$ cat src/rtl/nurse_call_arbiter.sv
// Nurse-call panel front end: synchronizes and debounces bed buttons, latches pending calls,
// serves one bed at a time in fixed priority (bed 0 first) and escalates unacknowledged calls.
module nurse_call_arbiter #(
  parameter int          N_BED       = 3,
  parameter logic [20:0] DEB_MAX     = 21'd1999999,
  parameter logic [31:0] TIMEOUT_MAX = 32'd999999999,
  parameter logic [24:0] BLINK_HALF  = 25'd24999999
) (
  input  logic             clk,
  input  logic             rst_n,
  input  logic [N_BED-1:0] call,
  input  logic             ack,
  output logic [N_BED-1:0] led,
  output logic [N_BED-1:0] grant,
  output logic             busy,
  output logic             alarm,
  output logic [3:0]       pend_cnt
);

  typedef enum logic [1:0] {IDLE, SERVE, ESCALATE} state_t;

  state_t           state;
  logic [N_BED-1:0] sync1, sync2, deb, pend;
  logic [N_BED-1:0] rise, clr, first;
  logic [20:0]      deb_cnt [N_BED];
  logic [31:0]      timer;
  logic [24:0]      blink;

  always_ff @(posedge clk or negedge rst_n) begin
    if (!rst_n) begin
      sync1 <= '0;
      sync2 <= '0;
      deb   <= '0;
      for (int i = 0; i < N_BED; i++) deb_cnt[i] <= '0;
    end else begin
      sync1 <= call;
      sync2 <= sync1;
      for (int i = 0; i < N_BED; i++) begin
        if (sync2[i] == deb[i]) begin
          deb_cnt[i] <= '0;
        end else if (deb_cnt[i] == DEB_MAX) begin
          deb[i]     <= sync2[i];
          deb_cnt[i] <= '0;
        end else begin
          deb_cnt[i] <= deb_cnt[i] + 21'd1;
        end
      end
    end
  end

  // A rise is the edge on which the debounced value is about to flip 0->1.
  always_comb begin
    rise = '0;
    for (int i = 0; i < N_BED; i++)
      rise[i] = ~deb[i] & sync2[i] & (deb_cnt[i] == DEB_MAX);
  end

  assign clr = (ack && state != IDLE) ? grant : '0;

  always_ff @(posedge clk or negedge rst_n) begin
    if (!rst_n) pend <= '0;
    else        pend <= (pend & ~clr) | rise;
  end

  always_comb begin
    first = '0;
    for (int i = N_BED - 1; i >= 0; i--) begin
      if (pend[i]) begin
        first    = '0;
        first[i] = 1'b1;
      end
    end
  end

  always_comb begin
    pend_cnt = '0;
    for (int i = 0; i < N_BED; i++) pend_cnt = pend_cnt + {3'b000, pend[i]};
  end

  assign led = pend;

  always_ff @(posedge clk or negedge rst_n) begin
    if (!rst_n) begin
      state <= IDLE;
      grant <= '0;
      busy  <= 1'b0;
      alarm <= 1'b0;
      timer <= '0;
      blink <= '0;
    end else begin
      case (state)
        IDLE: begin
          if (pend != '0) begin
            grant <= first;
            timer <= '0;
            busy  <= 1'b1;
            state <= SERVE;
          end
        end
        SERVE: begin
          timer <= timer + 32'd1;
          if (ack) begin
            grant <= '0;
            busy  <= 1'b0;
            state <= IDLE;
          end else if (timer == TIMEOUT_MAX) begin
            alarm <= 1'b1;
            blink <= '0;
            state <= ESCALATE;
          end
        end
        ESCALATE: begin
          if (ack) begin
            grant <= '0;
            busy  <= 1'b0;
            alarm <= 1'b0;
            blink <= '0;
            state <= IDLE;
          end else if (blink == BLINK_HALF) begin
            alarm <= ~alarm;
            blink <= '0;
          end else begin
            blink <= blink + 25'd1;
          end
        end
        default: state <= IDLE;
      endcase
    end
  end

endmodule

$ cat config.mk
export PLATFORM = sky130hd
export DESIGN_NAME = nurse_call_arbiter
export DESIGN_NICKNAME = d
export VERILOG_FILES = /design/src/rtl/nurse_call_arbiter.sv
export SDC_FILE = /design/constraint.sdc
export NUM_CORES = 1
export LEC_CHECK = 0
export ABC_AREA = 1
export BUFFER_PORTS_ARGS = -buffer_cell sky130_fd_sc_hd__clkbuf_2
export CAP_MARGIN = 10
export CORE_ASPECT_RATIO = 1.75
export CORE_MARGIN = 5
export CORE_UTILIZATION = 31
export CTS_CLUSTER_DIAMETER = 80
export DETAILED_ROUTE_END_ITERATION = 12
export SLEW_MARGIN = 0
export SYNTH_ARGS = -nofsm -noshare
export SYNTH_HDL_FRONTEND = slang
export SYNTH_SLANG_ARGS = --single-unit
$ cat constraint.sdc
create_clock -name clk -period 2 [get_ports clk]
set_input_delay 0.2 -clock clk [delete_from_list [all_inputs] [get_ports clk]]
set_output_delay 0.2 -clock clk [all_outputs]
set_load 0.03 [all_outputs]
Yosys cells after proc, flatten, opt, wreduce, memory -nomap -nowiden:

Cells that the tools add are included.

* register bits: 139
* input bits: 6
* logic and storage cells: 104

* add/subtract/negate cells: 7
* equal/unequal tests: 17
* mux-type cells: 33
* bitwise operators: 16
* reductions and logical operators: 16

Operators by type and width (count)
* two-way mux 21 bit: 6
* two-way mux 25 bit: 4
* case mux 32 bit (2 select lines): 1
* adder 21 x 1 -> 21 bit (second input constant): 3
* equality test 21 bit (second input constant): 3
* case mux 25 bit (2 select lines): 1
* adder 32 x 1 -> 32 bit (second input constant): 1
* equality test 32 x 30 -> 1 bit (second input constant): 1
* two-way mux 32 bit: 1
* adder 25 x 1 -> 25 bit (second input constant): 1
* equality test 25 bit (second input constant): 1
* two-way mux 3 bit: 6
* AND reduction 3 bit: 3
* two-way mux 2 bit: 4
* inequality test 2 bit (second input constant): 4
* AND reduction 2 bit: 4
* nonzero test 2 bit: 4
* NOT 1 bit: 7
* AND 1 bit: 6
* two-way mux 1 bit: 6
* inequality test 3 bit (second input constant): 2
* case mux 2 bit (3 select lines): 1
* case mux 3 bit (2 select lines): 1
* case mux 1 bit (2 select lines): 2
* other kinds (14): 16

Logic depth before layout (Yosys ltp):

Gate-level depths: netlist of run 1.

* depth after elaboration: 6
* gate-level depth with buffers: 12
* depth with buffers taken out: 11

Worst setup path after synthesis of run 1:

No wires, ideal clock.

* path type: register -> register
* start: register state[0]
* end: register timer[12]
* library setup time: 0.131 ns
* arrival time: 1.638 ns
* data required time: 1.869 ns
* slack: 0.231 ns
* stages on the path, launching flop included: 12
* clock period less this slack: 1.769 ns
* path through: dfrtp_1 inv_1 ha_1 inv_1 nor2_1 nand2_1 o21ai_2 buf_2 nor2_1 nand2_1 o21ai_0 a21oi_1

* cells in the longest elaborated chain, start to end: 3

Ends and longest elaborated chain
* start, declared: line 22 `state_t state;`
* start signal, assigned: line 84 `state <= IDLE;`
* start signal, assigned: line 97 `state <= SERVE;`
* start signal, assigned: line 105 `state <= IDLE;`
* equality test 2 x 1 -> 1 bit or zero test 2 bit (tied branches): line 91 `case (state)`
* nonzero test 2 bit (no line) or inequality test 2 bit (tied branches)
* AND reduction 2 bit (no line)
* end signal, assigned: line 101 `timer <= timer + 32'd1;`
* end, declared: line 26 `logic [31:0] timer;`

Parallel ways exist; a longest one is shown, timed or not.
A chain may end at the register's enable or synchronous reset.

Worst setup path in the final report of run 1:

* start: register pend[0] (netlist: led[0])
* end: output port pend_cnt[0]

* cells in the longest elaborated chain, start to end: 2

Ends and longest elaborated chain
* start, declared: line 23 `logic [N_BED-1:0] sync1, sync2, deb, pend;`
* start signal, assigned: line 62 `else pend <= (pend & ~clr) | rise;`
* adder 1 x 1 -> 2 bit: line 77 `for (int i = 0; i < N_BED; i++) pend_cnt = pend_cnt + {3'b000, pend[i]};`
* adder 2 x 1 -> 3 bit: line 77
* end, declared: line 17 `output logic [3:0] pend_cnt`

Every way passes these cells.

==> run summary, run 1 <==
RSZ-0062 raised after global routing: true
Final Max Tran Viols: 0
Crit share post-route: 0.9577
Fmax: 522.1 MHz
Fraction of layout cells with a size suffix above 1: 0.09625
Post-synth top cells: nand2_1, nor2_1, dfrtp_1, inv_1, nand3_1
Detailed-route DRC error count: 0
Setup-failing EPs final: 0
Core box area: 25,340 um^2
Number of max-cap violations: 0
Yosys warning total: 0
Largest net degree at the start of global routing: 51
HPWL after detailed placement: 14,780 um
Fin Hold WS: 0.1723 ns
Final Non-Filler Cells: 1,490
Cells after synthesis: 1,110
CP Class: reg -> out
DIE AREA: 29,140 um^2
Register area share after synthesis: 0.4365
Boundary Pins: 18
Placed cell count: 1,453
Starting density of the core: 0.3145
Clock transition at path regs: 0.06 ns
Die outline width: 131.2 um
Synthesized flop and latch total: 139
Critical Path, Cell by Cell: buf_4 -> fa_1 -> clkbuf_2
Outcome: finished clean
Via count: 7,204
DR pass1 iterations: 5
Initial antenna violation count: 0
Leakage dissipation: 4.158 nW
Design Power: 7.998 mW
Endpoints failing hold: 0
Num rows: 77
Post-Syn Area: 7969 um^2
Drt wl/cell: 13.08 um
Async set-or-reset flop fraction in the synthesized netlist: 1.000
Vias in the first global route: 7,218
H-tree Lvls: 4
Die Height: 222.1 um
Hold Path Class: in -> reg
CTS Root Cell: clkbuf_16
Area leader, netlist: dfrtp_1
Max rail drop VDD: 0.6795 mV
Clk buf depth: 2
Crit Path Max Fanout: 4
Initial DRC Count: 309
Most common cell in the netlist: nand2_1
Global route overflow: 0
Synth top area share: 0.4365
WP data arrival: 1.72 ns
Worst path required time: 1.80 ns
Ant diodes: 0
I/O Buffers: 15
Startpoint types: flip-flop
GP Congestion: 0.9128
PD cells: 866.2 nW/um^2
Core Util, Final: 0.3644
Netlist cell types: 41
First-pass GRT wire length: 33,270 um
Final WL: 19,490 um
Post-route ant nets: 0
Clock sink count: 139
Layout fillers: 2,577
Area grow syn2layout: 15.87%
Top post-synthesis cells by area: dfrtp_1, nand2_1, nor2_1, inv_1, nand3_1
Crit end category: output port
Post-synth EDFFs: 0
Skew-Pair Late Insertion Delay: 0.44 ns
Ys flop type: dfrtp_1
CTS tree: built
Slowest Stage Delay on Critical Path: 0.54 ns
Tot GR Track Use: 0.1384
Slowest CP cell: fa_1
CTS Buf Count: 17
Setup Skew: 0.01082 ns
Period minus WS final: 1.915 ns
Vias/cell: 4.835
Mean post-synth cell area: 7.179 um^2
Nets: 1,180
routing by layer:
| layer | part of all wire | up-vias | track usage |
|---|---|---|---|
| li1 | - | 3671 | - |
| met1 | 0.39 | 3349 | 0.1448 |
| met2 | 0.54 | 129 | 0.2567 |
| met3 | 0.025 | 55 | 0.01998 |
| met4 | 0.042 | 0 | 0.08423 |
| met5 | 0 | - | 0 |
cell type report:
cell class                      count  area (um^2)  area share
Multi-Input combinational cell    815         3890      0.4213
Sequential cell                   139         3478      0.3767
Inverter                          138        520.5     0.05637
Clock buffer                       18        429.2     0.04648
Tap cell                          316        395.4     0.04282
Timing Repair Buffer               50        382.9     0.04146
Clock inverter                     14        137.6     0.01491
critical path: cells and delay by family (launching register included):
kind | cells | cell delay, ns
fa+ha+maj | 1 | 0.54
buf+inv | 2 | 0.36
flops | 1 | 0.38
per-stage QoR:
| step | setup TNS [ns] | area (um^2) | worst slack [ns] |
|---|---|---|---|
| 4_1_cts | 0 | 9180 | 0.06142 |
| 3_5_place_dp | 0 | 8573 | 0.1008 |
| 6_report | 0 | 9234 | 0.08464 |
| 2_1_floorplan | 0 | 7973 | 0.2311 |
| 5_1_grt | -0.1027 | 9234 | -0.06289 |
| 3_3_place_gp | 0 | 8573 | 0.1532 |
power by group:
| group | switching [mW] | internal (mW) |
|---|---|---|
| Clock | 1.37 | 1.74 |
| Combinational | 1.24 | 0.561 |
| Sequential | 0.135 | 2.95 |
| Total | 2.75 | 5.25 |
worst paths after layout:
kind                                       start                     to  slack, ns  cells past startpoint
min in group asynchronous                  rst_n  deb_cnt[50]$_DFF_PN0_       0.22                      2
hold reg to reg               sync1[0]$_DFF_PN0_     sync2[0]$_DFF_PN0_       0.35                      0
setup / recovery                led[0]$_DFF_PN0_            pend_cnt[0]       0.08                      3
setup reg to reg           deb_cnt[42]$_DFF_PN0_  deb_cnt[49]$_DFF_PN0_       0.13                      9
max in group asynchronous                  rst_n  deb_cnt[26]$_DFF_PN0_       1.04                      3
hold / removal                               ack   blink[7]$_DFFE_PN0P_       0.17                      4
logic make-up (layout without fill, tap and decap cells):
group,after synthesis,in the layout,synth area share
other,1,2,0.0004706
AO/OA/AOI/OAI,93,93,0.06846
adder cells (fa/ha/maj),13,13,0.02135
XOR/XNOR,22,22,0.02418
flip-flops,139,139,0.4365
AND/OR/NAND/NOR,685,685,0.3679
buffers and inverters,157,220,0.08117
state kept, by name (all words and copies together) (netlist names):
| register | cells |
|---|---|
| timer | 32 |
| busy | 1 |
| sync2 | 3 |
| deb_cnt | 63 |
| state | 2 |
| alarm | 1 |
| sync1 | 3 |
| led | 3 |
| deb | 3 |
| blink | 25 |
| grant | 3 |
cells in the final DEF, fill, tap and decap left out, types with 3 or more instances in the layout:
cell           instances
nand2_1              278
nor2_1               207
dfrtp_1              139
inv_1                136
nand3_1               81
nor3_1                46
nand4_1               37
o21ai_0               32
a21oi_1               30
buf_4                 28
xor2_1                18
clkbuf_16             17
clkbuf_2              14
ha_1                   9
nor3b_1                8
a31oi_1                7
nor2_2                 7
o21ai_2                7
a21oi_2                6
nor4_1                 5
nand2_2                5
xnor2_1                4
inv_6                  4
dlygate4sd3_1          4
nand3b_1               3
o22ai_1                3
clkinvlp_4             3
timing repair:
action                                  in CTS  in global routing
buffers inserted                             0                  1
hold buffers                                 4                  0
endpoints found under the setup margin       0                 24
resized for setup                            0                 12
hold endpoints to repair                    37                  0
Power figures use the tool's default switching activity.
==> run 2, diff against run 1 <==
clock period = 2.4 ns   (was 2 ns; I/O delays follow)
==> run 2 against run 1 <==
Net effect: first-iteration DRC count grew 6.1%; critical endpoint is now timer[26]$_DFFE_PN0P_; die area is the same; register-to-register slack gained 0.21 ns.
==> run summary, run 2 (synthesis gave the netlist of run 1 again) <==
First-pass GRT wire length: 33,030 um (-0.72%)
Initial antenna violation count: 0 (unchanged)
Crit end category: flip-flop
Crit share post-route: 0.8598
Post-route ant nets: 0 (unchanged)
DIE AREA: 29,140 um^2 (unchanged)
WP data arrival: 2.44 ns (+0.72 ns)
Die Height: 222.1 um (unchanged)
Leakage dissipation: 4.059 nW (-2.4%)
Register area: 3478 um^2 (unchanged)
Core box area: 25,340 um^2 (unchanged)
Largest regs: deb_cnt: 63 flops, timer: 32 flops, blink: 25 flops
Die outline width: 131.2 um (unchanged)
Final Max Tran Viols: 0 (unchanged)
CTS Buf Count: 17 (unchanged)
Startpoint types: flip-flop
Number of max-cap violations: 0 (unchanged)
TNS Setup: 0 ns (unchanged)
Layout fillers: 2,687 (+4.3%)
Outcome: finished clean
Period minus WS final: 2.063 ns
Via count: 7,105 (-1.4%)
Clk buf depth: 2 (unchanged)
Clock sink count: 139 (unchanged)
Skew-Pair Late Insertion Delay: 0.44 ns (about the same)
Area grow syn2layout: 13.50%
Starting density of the core: 0.3145 (unchanged)
Fmax: 484.6 MHz
Hold path startpoint: ack
Endpoints failing hold: 0 (unchanged)
Headroom to the max-slew limit: 0.4763
Ant diodes: 0 (unchanged)
Critical Path Source: state[0]$_DFFE_PN0P_
HPWL after detailed placement: 14,540 um (-1.6%)
Setup Skew: 0.01144 ns (+0.0006199 ns)
Hold Path Class: in -> reg
Post-CTS Setup Bufs: 0 (unchanged)
Max rail drop VDD: 0.8059 mV (+19%)
CTS Root Cell: clkbuf_16
Commonest cells after routing, fill and taps aside: nand2_1, nor2_1, dfrtp_1
CTS tree: built
Part of the power in the clock network: 0.394 (+0.005)
RSZ-0062 raised after global routing: false
H-tree Lvls: 4 (unchanged)
Final WL: 19,180 um (-1.6%)
Vias/cell: 4.830 (-0.10%)
Worst Tran Pin Value: 0.7784 ns
Flop-to-flop setup slack: 0.34 ns (+0.21 ns)
Nets: 1,161 (-1.6%)
Area of the multi-input gates: 3847 um^2 (-1.1%)
GP Congestion: 0.8952 (-1.9%)
CTS-repair resized insts: 0 (unchanged)
Sw Share: 0.3455 (+0.001996)
Tot GR Track Use: 0.1358 (-0.002625)
Biggest register: deb_cnt
Largest register FFs: 63 (unchanged)
Initial DRC Count: 328 (+6.1%)
Register share of total power: 0.396 (+0.010)
Combinational power share: 0.209 (-0.016)
Num rows: 77 (unchanged)
I/O Buffers: 15 (unchanged)
Largest net degree at the start of global routing: 54 (+5.9%)
DR pass1 iterations: 5 (unchanged)
PD cells: 722.5 nW/um^2 (-17%)
Commonest non-fill, non-tap cell in the layout: nand2_1
Crit Path Max Fanout: 6 (+2)
Fraction of layout cells with a size suffix above 1: 0.07273 (-0.02352)
Setup-failing EPs final: 0 (unchanged)
Pint: 4.278 mW (-19%)
Fin Hold WS: 0.2687 ns (+0.09636 ns)
Boundary Pins: 18 (unchanged)
Detailed-route DRC error count: 0 (unchanged)
Drt wl/cell: 13.04 um (-0.31%)
Clock transition at path regs: 0.06 ns (about the same)
Worst path required time: 2.77 ns (+0.97 ns)
Global route overflow: 0 (unchanged)
CP Class: reg -> reg
Sw power: 2.258 mW (-18%)
Vias in the first global route: 7,267 (+0.68%)
Reg2reg start: state[0]$_DFFE_PN0P_
## run 2: what timing repair did
action                                  in CTS  in global routing
hold buffers                                 4                  0
hold endpoints to repair                    43                  0
endpoints found under the setup margin       0                  0
## run 2: power by group through the flow
stage	Sequential, mW	Combinational [mW]	Clock, mW
floorplan	2.70	0.866	0
global placement	2.64	1.36	0
detailed placement	2.64	1.38	0
CTS	2.59	1.39	2.66
global route	2.61	1.53	2.74
finish	2.59	1.37	2.58
## run 2: worst paths after layout
kind	end	cells after the start
setup / recovery	timer[26]$_DFFE_PN0P_	11
hold / removal	blink[7]$_DFFE_PN0P_	4
setup reg to reg	timer[26]$_DFFE_PN0P_	11
hold reg to reg	sync2[0]$_DFF_PN0_	0
max in group asynchronous	timer[28]$_DFFE_PN0P_	3
min in group asynchronous	deb_cnt[53]$_DFF_PN0_	2
## run 2: metal layers
layer,GRT usage,wire length (um),vias up
li1,-,-,3620
met5,0,0,-
met4,0.05839,531,0
met2,0.2605,10420,96
met1,0.1403,7774,3352
met3,0.02679,452,37
## run 2: area by class of cell
class,count,share of cell area
Clock buffer,19,0.04786
Clock inverter,13,0.01480
Inverter,138,0.05755
Multi-Input combinational cell,815,0.4254
Sequential cell,139,0.3846
Tap cell,316,0.04371
Timing Repair Buffer,31,0.02614
## run 2: through the flow
| step | cell area [um^2] | worst slack [ns] | util | instances | power, mW |
|---|---|---|---|---|---|
| floorplan | 7973 | 0.6311 | - | 1111 | 3.565 |
| global placement | 8438 | 0.3749 | 0.3330 | 1435 | 3.999 |
| detailed placement | 8438 | 0.3560 | 0.3330 | 1435 | 4.013 |
| CTS | 9045 | 0.3355 | 0.3570 | 1471 | 6.641 |
| global route | 9045 | 0.08631 | 0.3570 | 1471 | 6.880 |
| finish | 9045 | 0.3365 | 0.3570 | 1471 | 6.535 |
## run 2: critical path: stages, from the launching register on
cell	delay, ns
dfrtp_1	0.40
inv_1	0.08
ha_1	0.23
inv_1	0.09
nor2_1	0.05
nand2_1	0.18
o21ai_2	0.15
nor3_2	0.40
nand3_1	0.19
nand2_1	0.10
nand2_1	0.05
nor2_1	0.08
==> run 3, diff against run 2 <==
==> constraint.sdc (replaced) <==
create_clock -name clk -period 2.4 [get_ports clk]
set_input_delay 0.48 -clock clk [delete_from_list [all_inputs] [get_ports clk]]
set_output_delay 0.48 -clock clk [all_outputs]
set_load 0.03 [all_outputs]
==> run 3 against run 2 <==
Net effect: clock-buffer cell count is 1 lower; clock skew is 0.0023 ns lower; routed wire length is 0.85% higher; clock power is 2% higher; sequential power hardly changed; sequential cell count stayed put; total power is 0.49% higher; register-to-register slack worse by 0.03 ns; critical path depth is 9 lower; cell count is 0.20% lower; final area is 0.22% lower; highest routed layer unchanged.
==> run summary, run 3 (synthesis gave the netlist of run 1 again) <==
Outcome: finished clean
Flop-to-flop setup slack: 0.31 ns (-0.03 ns)
Fraction of layout cells with a size suffix above 1: 0.07465 (+0.001926)
Critical Path Source: led[0]$_DFF_PN0_
Initial antenna violation count: 0 (unchanged)
Worst path required time: 1.92 ns (-0.85 ns)
Nets: 1,159 (-0.17%)
RSZ-0062 raised after global routing: false
I/O Buffers: 15 (unchanged)
Layout fillers: 2,664 (-0.86%)
Vias in the first global route: 7,134 (-1.8%)
Largest net degree at the start of global routing: 60 (+11%)
Leakage dissipation: 4.057 nW (about the same)
Skew-Pair Late Insertion Delay: 0.43 ns (about the same)
Final WL: 19,340 um (+0.85%)
CTS Root Cell: clkbuf_16
Die Height: 222.1 um (unchanged)
HPWL after detailed placement: 14,680 um (+0.91%)
Post-route ant nets: 0 (unchanged)
Area of the multi-input gates: 3847 um^2 (unchanged)
Setup-failing EPs final: 0 (unchanged)
Number of max-cap violations: 0 (unchanged)
Largest register FFs: 63 (unchanged)
Fmax: 471.8 MHz (-2.6%)
Worst Tran Pin Value: 0.6955 ns (-0.08292 ns)
Initial DRC Count: 270 (-18%)
Setup Skew: 0.009102 ns (-0.002336 ns)
Hold Path Class: in -> reg
Worst Setup EP: pend_cnt[0]
Clk buf depth: 2 (unchanged)
Commonest non-fill, non-tap cell in the layout: nand2_1
Commonest cells after routing, fill and taps aside: nand2_1, nor2_1, dfrtp_1
Global route overflow: 0 (unchanged)
TNS Setup: 0 ns (unchanged)
Max rail drop VDD: 0.5241 mV (-35%)
CP Class: reg -> out
DR pass1 iterations: 5 (unchanged)
Period minus WS final: 2.120 ns (+0.05608 ns)
Detailed-route DRC error count: 0 (unchanged)
Clock sink count: 139 (unchanged)
GP Congestion: 0.9138 (+2.1%)
Starting density of the core: 0.3145 (unchanged)
CTS Buf Count: 17 (unchanged)
Crit share post-route: 0.8831 (+0.02337)
Endpoints failing hold: 0 (unchanged)
CTS-repair resized insts: 0 (unchanged)
DIE AREA: 29,140 um^2 (unchanged)
CTS tree: built
Area grow syn2layout: 13.25%
Clock transition at path regs: 0.06 ns (about the same)
Tot GR Track Use: 0.1359 (about the same)
Num rows: 77 (unchanged)
Register area: 3478 um^2 (unchanged)
Post-CTS Setup Bufs: 0 (unchanged)
Boundary Pins: 18 (unchanged)
Headroom to the max-slew limit: 0.5321 (+0.05579)
Reg2reg start: state[0]$_DFFE_PN0P_
First-pass GRT wire length: 32,910 um (-0.35%)
Register-to-Register Path Depth: 11 (unchanged)
Via count: 7,150 (+0.63%)
Crit end category: output port
H-tree Lvls: 4 (unchanged)
Startpoint types: flip-flop
Ant diodes: 0 (unchanged)
Largest regs: deb_cnt: 63 flops, timer: 32 flops, blink: 25 flops
Die outline width: 131.2 um (unchanged)
Biggest register: deb_cnt
Final Max Tran Viols: 0 (unchanged)
Hold path startpoint: call[2]
Core Util, Final: 0.3562 (-0.0007900)
WP data arrival: 1.64 ns (-0.80 ns)
Drt wl/cell: 13.18 um (+1.1%)
Crit Path Max Fanout: 5 (-1)
Vias/cell: 4.871 (+0.84%)
Hold Buf Count CTS: 1 (-3)
PD cells: 727.7 nW/um^2 (+0.71%)
Core box area: 25,340 um^2 (unchanged)
Worst R2R End: timer[11]$_DFFE_PN0P_
run 3: critical path, cell delays in order, from the launching register on:
cell	delay [ns]
dfrtp_1	0.45
fa_1	0.55
clkbuf_2	0.20
run 3: final cells by class:
| class | count | area share |
|---|---|---|
| Multi-Input combinational cell | 815 | 0.4263 |
| Sequential cell | 139 | 0.3854 |
| Inverter | 138 | 0.05767 |
| Clock buffer | 18 | 0.04866 |
| Tap cell | 316 | 0.04381 |
| Timing Repair Buffer | 29 | 0.02232 |
| Clock inverter | 13 | 0.01580 |
run 3: stage by stage:
step / setup slack (ns) / std cells / hold slack [ns] / total power, mW / cell area [um^2]
finish: 0.2805 / 1468 / 0.1526 / 6.567 / 9025
detailed placement: 0.3101 / 1436 / 0.3355 / 4.011 / 8433
global route: 0.07574 / 1468 / 0.1284 / 6.950 / 9025
CTS: 0.2517 / 1468 / 0.1345 / 6.667 / 9025
floorplan: 0.6311 / 1111 / 0.1844 / 3.565 / 7973
global placement: 0.3591 / 1436 / 0.3335 / 3.996 / 8433
run 3: worst min path at each step:
stage	end	cells past startpoint
final	sync1[2]$_DFF_PN0_	1
after global routing	sync1[2]$_DFF_PN0_	1
after CTS	sync1[2]$_DFF_PN0_	1
after detailed placement	sync2[0]$_DFF_PN0_	0
after global placement	sync2[0]$_DFF_PN0_	0
after floorplan	alarm$_DFFE_PN0P_	0
run 3: where the power goes:
| part | internal [mW] | leakage (nW) | total [mW] | switching (mW) |
|---|---|---|---|---|
| logic | 0.364 | 1.88 | 1.36 | 0.993 |
| registers | 2.46 | 1.91 | 2.59 | 0.129 |
| clock network | 1.56 | 0.271 | 2.62 | 1.06 |
run 3: layer usage:
layer,GRT usage,wire length [um],up-vias,part of all wire
met3,0.02748,587,51,0.030
met1,0.1387,7549,3352,0.39
li1,-,-,3618,-
met2,0.2551,10430,129,0.54
met5,0,0,-,0
met4,0.07282,771,0,0.040
